`src/rtl/program_loader.sv`:
```
// rtl/program_loader.sv - byte-stream program loader that assembles 32-bit words into instruction memory
module program_loader #(
  parameter int          MAX_WORDS = 129,
  parameter logic [31:0] HALT_WORD = 32'h00100073
) (
  input  logic        clk,
  input  logic        reset,
  input  logic        start,
  input  logic        byte_valid,
  input  logic [7:0]  byte_data,
  output logic        byte_ready,
  output logic        wr_en,
  output logic [7:0]  wr_idx,
  output logic [31:0] wr_data,
  output logic        cpu_hold,
  output logic        done,
  output logic [7:0]  word_count
);

  localparam logic [7:0] LAST_IDX = 8'(MAX_WORDS - 1);

  typedef enum logic [1:0] {
    IDLE  = 2'd0,
    LOAD  = 2'd1,
    WRITE = 2'd2,
    DONE  = 2'd3
  } state_t;

  state_t      r_state;
  state_t      w_next;
  logic [1:0]  r_byte_cnt;
  logic [23:0] r_asm;
  logic        w_accept;
  logic        w_last_word;

  // byte_ready is a register, so acceptance never feeds back into the handshake combinationally
  assign w_accept    = byte_valid && byte_ready;
  assign w_last_word = (wr_data == HALT_WORD) || (wr_idx == LAST_IDX);

  always_comb begin
    w_next = r_state;
    case (r_state)
      IDLE:  if (start) w_next = LOAD;
      LOAD:  if (w_accept && (r_byte_cnt == 2'd3)) w_next = WRITE;
      WRITE: w_next = w_last_word ? DONE : LOAD;
      DONE:  if (start) w_next = LOAD;
      default: w_next = IDLE;
    endcase
  end

  always_ff @(posedge clk or posedge reset) begin
    if (reset) begin
      r_state <= IDLE;
    end else begin
      r_state <= w_next;
    end
  end

  always_ff @(posedge clk or posedge reset) begin
    if (reset) begin
      r_byte_cnt <= 2'd0;
      r_asm      <= 24'd0;
      byte_ready <= 1'b0;
      wr_en      <= 1'b0;
      wr_idx     <= 8'd0;
      wr_data    <= 32'd0;
      cpu_hold   <= 1'b1;
      done       <= 1'b0;
      word_count <= 8'd0;
    end else begin
      // status outputs are registered copies of the state being entered
      byte_ready <= (w_next == LOAD);
      wr_en      <= (w_next == WRITE);
      done       <= (w_next == DONE);
      cpu_hold   <= (w_next != DONE);

      case (r_state)
        IDLE, DONE: begin
          if (start) begin
            r_byte_cnt <= 2'd0;
            wr_idx     <= 8'd0;
            word_count <= 8'd0;
          end
        end
        LOAD: begin
          if (w_accept) begin
            r_byte_cnt <= r_byte_cnt + 2'd1;
            case (r_byte_cnt)
              2'd0:    r_asm[7:0]   <= byte_data;
              2'd1:    r_asm[15:8]  <= byte_data;
              2'd2:    r_asm[23:16] <= byte_data;
              default: wr_data      <= {byte_data, r_asm};
            endcase
          end
        end
        WRITE: begin
          word_count <= word_count + 8'd1;
          if (!w_last_word) begin
            wr_idx     <= wr_idx + 8'd1;
            r_byte_cnt <= 2'd0;
          end
        end
        default: ;
      endcase
    end
  end

endmodule

```
`config.mk`:
```
export PLATFORM = sky130hd
export DESIGN_NAME = program_loader
export DESIGN_NICKNAME = d
export VERILOG_FILES = /design/src/rtl/program_loader.sv
export SDC_FILE = /design/constraint.sdc
export NUM_CORES = 1
export LEC_CHECK = 0
export CORE_ASPECT_RATIO = 1.5
export CORE_UTILIZATION = 45
export CTS_CLUSTER_SIZE = 12
export DETAILED_ROUTE_END_ITERATION = 7
export GPL_TIMING_DRIVEN = 0
export HOLD_SLACK_MARGIN = 0.06
export PLACE_DENSITY_LB_ADDON = 0.12
export SKIP_LAST_GASP = 1
export SLEW_MARGIN = 20
export SYNTH_ARGS = -nofsm -noshare
export SYNTH_HDL_FRONTEND = slang
export SYNTH_SLANG_ARGS = --single-unit
```
`constraint.sdc`:
```
create_clock -name clk -period 3.3 [get_ports clk]
set_input_delay 0.495 -clock clk [delete_from_list [all_inputs] [get_ports clk]]
set_output_delay 0.495 -clock clk [all_outputs]
set_load 0.01 [all_outputs]
```
==> results of run 1 <==
==> per-stage QoR <==
stage	util	hold slack (ns)	setup WS, ns	total power, mW
4_1_cts	0.611	0.485	1.17	2.81
6_report	0.611	0.480	1.22	2.78
3_3_place_gp	0.569	0.462	-0.569	1.79
2_1_floorplan	-	0.452	0.755	1.63
5_1_grt	0.611	0.511	1.08	2.91
3_5_place_dp	0.573	0.472	0.976	1.82
==> final cells by class <==
class | count | area [µm²]
fill | 624 | 3020
sequential | 80 | 2000
multi-input combinational | 177 | 1550
timing repair buffer | 64 | 658
clock buffer | 10 | 229
tap | 102 | 128
buffer | 9 | 61.3
clock inverter | 6 | 60.1
inverter | 11 | 43.8
==> power by group through the flow <==
stage	registers (mW)	logic (mW)	clock network (mW)
after floorplan	1.27	0.369	0
after CTS	1.27	0.541	0.996
final	1.27	0.534	0.975
after detailed placement	1.29	0.532	0
after global placement	1.28	0.514	0
after global routing	1.29	0.588	1.03
==> cell families after synthesis <==
group / Yosys count / share of synthesized area
AO/OA/AOI/OAI: 39 / 0.0838
XOR/XNOR: 1 / 0.00239
adder cells (fa/ha/maj): 10 / 0.0342
buffers and inverters: 20 / 0.0280
flip-flops: 80 / 0.547
multiplexers: 60 / 0.184
AND/OR/NAND/NOR: 67 / 0.120
==> worst max path at each step <==
| stage | start | to | slack [ns] | depth (start not counted) |
|---|---|---|---|---|
| 5_1_grt | r_state[0]$_DFF_PP0_ | word_count[5]$_DFFE_PP0P_ | 1.08 | 7 |
| 3_3_place_gp | reset | r_asm[5]$_DFFE_PP0P_ | -0.57 | 2 |
| 3_5_place_dp | start | word_count[5]$_DFFE_PP0P_ | 0.98 | 6 |
| 4_1_cts | r_state[0]$_DFF_PP0_ | word_count[5]$_DFFE_PP0P_ | 1.17 | 7 |
| 2_1_floorplan | reset | byte_ready$_DFF_PP0_ | 0.75 | 1 |
| 6_report | r_state[0]$_DFF_PP0_ | word_count[5]$_DFFE_PP0P_ | 1.22 | 7 |
==> registers in the layout, summed over array words and instances, names as in the netlist <==
name        count
r_asm          24
r_byte_cnt      2
r_state         2
done            1
wr_en           1
word_count      8
wr_data        32
byte_ready      1
cpu_hold        1
wr_idx          8
==> per-layer routing <==
metal	vias to the layer above	routed length (µm)	GRT usage
met3	13	235	0.0368
met2	54	4240	0.354
met5	-	0	0
met1	1241	3230	0.245
li1	1167	-	-
met4	0	184	0.104
==> Yosys cell counts, drive strengths merged, types with 3 or more instances <==
cell / count
a21oi: 7
a22o: 5
buf: 7
dfrtp: 79
ha: 10
inv: 11
mux2: 58
nand2: 15
nand3: 11
nand3b: 3
nand4: 3
nor2: 9
nor2b: 3
nor3: 3
nor4: 4
nor4b: 5
o21ai: 10
==> flow_summary.yaml, run 1 <==
critical_path:
  cp_slowest_stage_delay_ns: 0.39
  crit_buf_inv: 2
  cpMaxStageDelayCell: "ha_1"
  rr_endpoint: "word_count[5]$_DFFE_PP0P_"
  r2r_start: "r_state[0]$_DFF_PP0_"
  crit_type: "reg -> reg"
  path_cells: "inv_1 > ha_1 > mux2i_1 > buf_2 > nor2_1 > mux2_2 > a22o_1"
  crit_path_max_fanout: 10
  required_ns: 3.52
  worstSetupStartpointType: "register"
  critPathCaptureType: "register"
  rr_worst_depth: 7
  critPathTopFamily: "multiplexers"
  r2r_slack_ns: 1.22
  worstPathArrival_ns: 2.30
clock_network:
  cts.repair.resized: 0
  path_clk_slew_ns: 0.06
  cts_tree: "built"
  postCtsSetupBuffers: 0
  cts_sinks: 80
  numCtsBuffers: 9
  clock_latency_ns: 0.34
  ctsHoldBuffers: 0
  cts_root_buffer: "clkbuf_16"
  cts_max_path_buffers: 2
  htree_levels: 3
global_route:
  antenna_found_initial: 0
  grt_pass1_vias: 2533
  grt_max_degree: 49
  grt_first_pass_wirelength_mm: 12.9
  track_usage: 0.208
  grt-ovfl-total: 0
power:
  p_sw_frac: 0.270
  p_clk_frac: 0.351
  seqPwrFrac: 0.457
  internal_power_mw: 2.03
  p_sw_uw: 750
  p_leak_nw: 2.19
  combPwrFrac: 0.192
  ir_drop_v: 0.000451
  powerDensity_nw_per_um2: 586
timing:
  skew_ns: 0.00280
  min_period_over_period: 0.630
  fin_tns_setup_ns: 0
  drv_slew: 0
  finalSetupViolations: 0
  finalHoldViolCount: 0
  rsz0062_at_grt: "false"
  min_period_ns: 2.08
  max_freq_mhz: 481
  tightest_slew_ns: 0.475
  relSlewSlack: 0.683
min_path:
  hp-class: "reg -> reg"
  hold_end: "wr_data[6]$_DFFE_PP0P_"
  hold_depth: 1
  hp-start: "r_asm[6]$_DFFE_PP0P_"
die:
  coreArea_um2: 7760
  ioPinCount: 64
  die_area_um2: 8510
  floorplan.rows: 39
  die_y_um: 112
  die_x_um: 75.6
  initial_core_util: 0.472
logic_synthesis:
  async_flop_share: 1.00
  yosysTopAreaCell: "dfrtp_1"
  syn_area_um2: 3660
  synth.area.top_cells: "dfrtp_1, mux2_2, ha_1, mux2_1, nand3_1"
  synthFlopType: "dfrtp_1"
  synth.top_cell.area_share: 0.540
  ys_seq_area_frac: 0.547
  synth_edf_count: 0
  post_synth.cell_area_avg_um2: 13.2
  synthCells: 277
  synth_cell_types: 54
  yosys_warnings: 0
  ys_ff_latch: 80
  syn_nets: 299
route:
  via_per_inst: 5.39
  drt_iter0_markers: 97
  drtAntennaViolNets: 0
  vias: 2475
  drc: 0
  routedWlPerCell_um: 17.2
  dr.pass1.iters: 4
  drt_wl_total_mm: 7.89
placement:
  io_buffers: 63
  dpl_cell_area_um2: 4450
  numPlacedInstances: 443
  globalplace.congestion: 0.775
  dpl.hpwl_mm: 5.58
run_status:
  status: "complete, no violations"
final_layout:
  num-nets-final: 374
  final_area_um2: 4740
  layout_commonest_cell: "dfrtp_1"
  synthToLayoutAreaGrowth_pct: 29.4
  drive_gt1_frac: 0.258
  antenna_cells: 0
  final_cell_mix: "dfrtp_1, clkdlybuf4s50_1, mux2_2, nand2_1, nand3_1"
  finalNonFillerCells: 459
run:
  maxCapViolCount: 0
Note: power is estimated with default switching activity, not from simulation.
==> run 2, diff against run 1 <==
- clock period: 3.3 -> 1.8 ns (I/O delays scaled with it)
==> flow_summary.yaml, run 2 (same netlist as run 1, synthesis figures left out) <==
clock_network:
  cts_max_path_buffers: 2
  cts_root_buffer: "clkbuf_16"
  ctsHoldBuffers: 0
  numCtsBuffers: 9
  cts_tree: "built"
  path_clk_slew_ns: 0.06
  htree_levels: 3
  clock_latency_ns: 0.34
  cts_sinks: 80
critical_path:
  r2r_start: "wr_idx[0]$_DFFE_PP0P_"
  rr_endpoint: "r_byte_cnt[0]$_DFFE_PP0P_"
  crit_path_max_fanout: 7
  path_cells: "inv_2 > ha_2 > nor4b_2 > nand4_1 > o21ai_4 > a221o_2 > a32o_1"
  r2r_slack_ns: -0.003
  worstPathArrival_ns: 2.03
  required_ns: 2.03
  worstSetupStartpointType: "register"
  cp_slowest_stage_delay_ns: 0.39
  cpMaxStageDelayCell: "dfrtp_2"
  crit_type: "reg -> reg"
  critPathCaptureType: "register"
  rr_worst_depth: 7
final_layout:
  final_core_utilization: 0.648
  fillers: 591
  final_area_um2: 5030
  synthToLayoutAreaGrowth_pct: 37.4
  layout_commonest_cell: "dfrtp_1"
  largest_register_ff_count: 32
  reg_top3: "wr_data (32), r_asm (24)"
  antenna_cells: 0
  largest-register: "wr_data"
  final_cell_mix: "dfrtp_1, clkdlybuf4s50_1, mux2_2, buf_4, nand2_1"
  drive_gt1_frac: 0.336
  num-nets-final: 389
global_route:
  grt_pass1_vias: 2574
  grt_first_pass_wirelength_mm: 13.0
  grt-ovfl-total: 0
  antenna_found_initial: 0
  track_usage: 0.209
  grt_max_degree: 29
power:
  seqPwrFrac: 0.449
  p_sw_frac: 0.273
  internal_power_mw: 3.76
  p_sw_mw: 1.42
  ir_drop_v: 0.000851
  powerDensity_nw_per_um2: 1030
  combPwrFrac: 0.226
  p_leak_nw: 2.30
  p_clk_frac: 0.324
route:
  via_per_inst: 5.39
  vias: 2554
  drt_wl_total_mm: 8.15
  drtAntennaViolNets: 0
  drc: 0
  drt_iter0_markers: 97
  dr.pass1.iters: 4
  routedWlPerCell_um: 17.2
timing:
  finalSetupViolations: 1
  skew_ns: 0.00517
  min_period_over_period: 1.00
  drv_slew: 0
  max_freq_mhz: 555
  finalHoldViolCount: 0
  rsz0062_at_grt: "true"
  tightest_slew_ns: 0.627
  relSlewSlack: 0.581
  fin_ws_ns: -0.00299
  min_period_ns: 1.80
  hold_ws_ns: 0.357
placement:
  globalplace.congestion: 0.789
  io_buffers: 63
  dpl_cell_area_um2: 4460
  dpl.hpwl_mm: 5.67
run:
  maxCapViolCount: 0
die:
  floorplan.rows: 39
  die_area_um2: 8510
  die_x_um: 75.6
  coreArea_um2: 7760
  die_y_um: 112
  ioPinCount: 64
  initial_core_util: 0.472
min_path:
  hp-class: "in -> async"
run_status:
  violations: "negative setup slack"
  status: "finished with violations"
## run 2: cell count changes in the layout (fill, tap and decap cells not counted), moves of 3 or more
cell and delta:
dfrtp_1 -3, dfrtp_2 +3, nor4_4 +3, inv_2 +3
buf_12 +5, nand2_1 -3, ha_1 -3, buf_4 +12
inv_1 -3
## run 2: worst max path at each step
stage / start / to / slack, ns / cells past startpoint
floorplan: r_state[0]$_DFF_PP0_ / word_count[5]$_DFFE_PP0P_ / 0.04 / 7
global placement: reset / wr_data[24]$_DFFE_PP0P_ / -0.31 / 2
detailed placement: start / word_count[5]$_DFFE_PP0P_ / -0.29 / 6
CTS: r_state[0]$_DFF_PP0_ / word_count[6]$_DFFE_PP0P_ / -0.03 / 7
global route: wr_idx[0]$_DFFE_PP0P_ / r_byte_cnt[0]$_DFFE_PP0P_ / -0.08 / 7
finish: wr_idx[0]$_DFFE_PP0P_ / r_byte_cnt[0]$_DFFE_PP0P_ / -0.003 / 7
## run 2: critical path, delay by kind of cell, from the launching register on
family	cells	cell delay, ns
and+or+nand+nor	2	0.35
AOI/OAI and AO/OA	3	0.74
buffers and inverters	1	0.05
DFF	1	0.39
adders and majority gates	1	0.16
## run 2: routing by layer
| layer | wire length (µm) | track usage | vias up |
|---|---|---|---|
| li1 | - | - | 1196 |
| met5 | 0 | 0 | - |
| met4 | 148 | 0.0667 | 0 |
| met1 | 3210 | 0.244 | 1284 |
| met2 | 4400 | 0.361 | 63 |
| met3 | 388 | 0.0601 | 11 |
## run 2: timing repair
item | 4_1_cts | 5_1_grt
gates resized for setup | 16 | 24
setup buffers | 5 | 10
pin swaps | 3 | 14
endpoints found under the setup margin | 65 | 69
gates cloned | 0 | 0
## run 2: through the flow
| step | cells | setup slack (ns) | total power [mW] | TNS [ns] |
|---|---|---|---|---|
| after floorplan | 277 | 0.0406 | 3.00 | 0 |
| after global placement | 442 | -0.312 | 3.28 | -29.93 |
| after detailed placement | 444 | -0.293 | 3.33 | -6.76 |
| after CTS | 465 | -0.0324 | 5.10 | -0.0554 |
| after global routing | 474 | -0.0799 | 5.45 | -0.305 |
| final | 474 | -0.00299 | 5.17 | -0.00299 |
## run 2: layout make-up
cell class                 count  area (µm²)  share of cell area
timing repair buffer          80         795               0.158
tap                          102         128              0.0254
clock buffer                  11         243              0.0483
clock inverter                 5        32.5             0.00647
multi-input combinational    177        1680               0.335
buffer                         8        96.3              0.0192
sequential                    80        2010               0.399
inverter                      11        45.0             0.00896
## run 2: power groups by stage
stage	Combinational [mW]	Clock, mW	Sequential, mW
6_report	1.17	1.68	2.33
5_1_grt	1.29	1.79	2.38
4_1_cts	1.07	1.71	2.33
3_5_place_dp	0.978	0	2.36
3_3_place_gp	0.943	0	2.34
2_1_floorplan	0.677	0	2.32
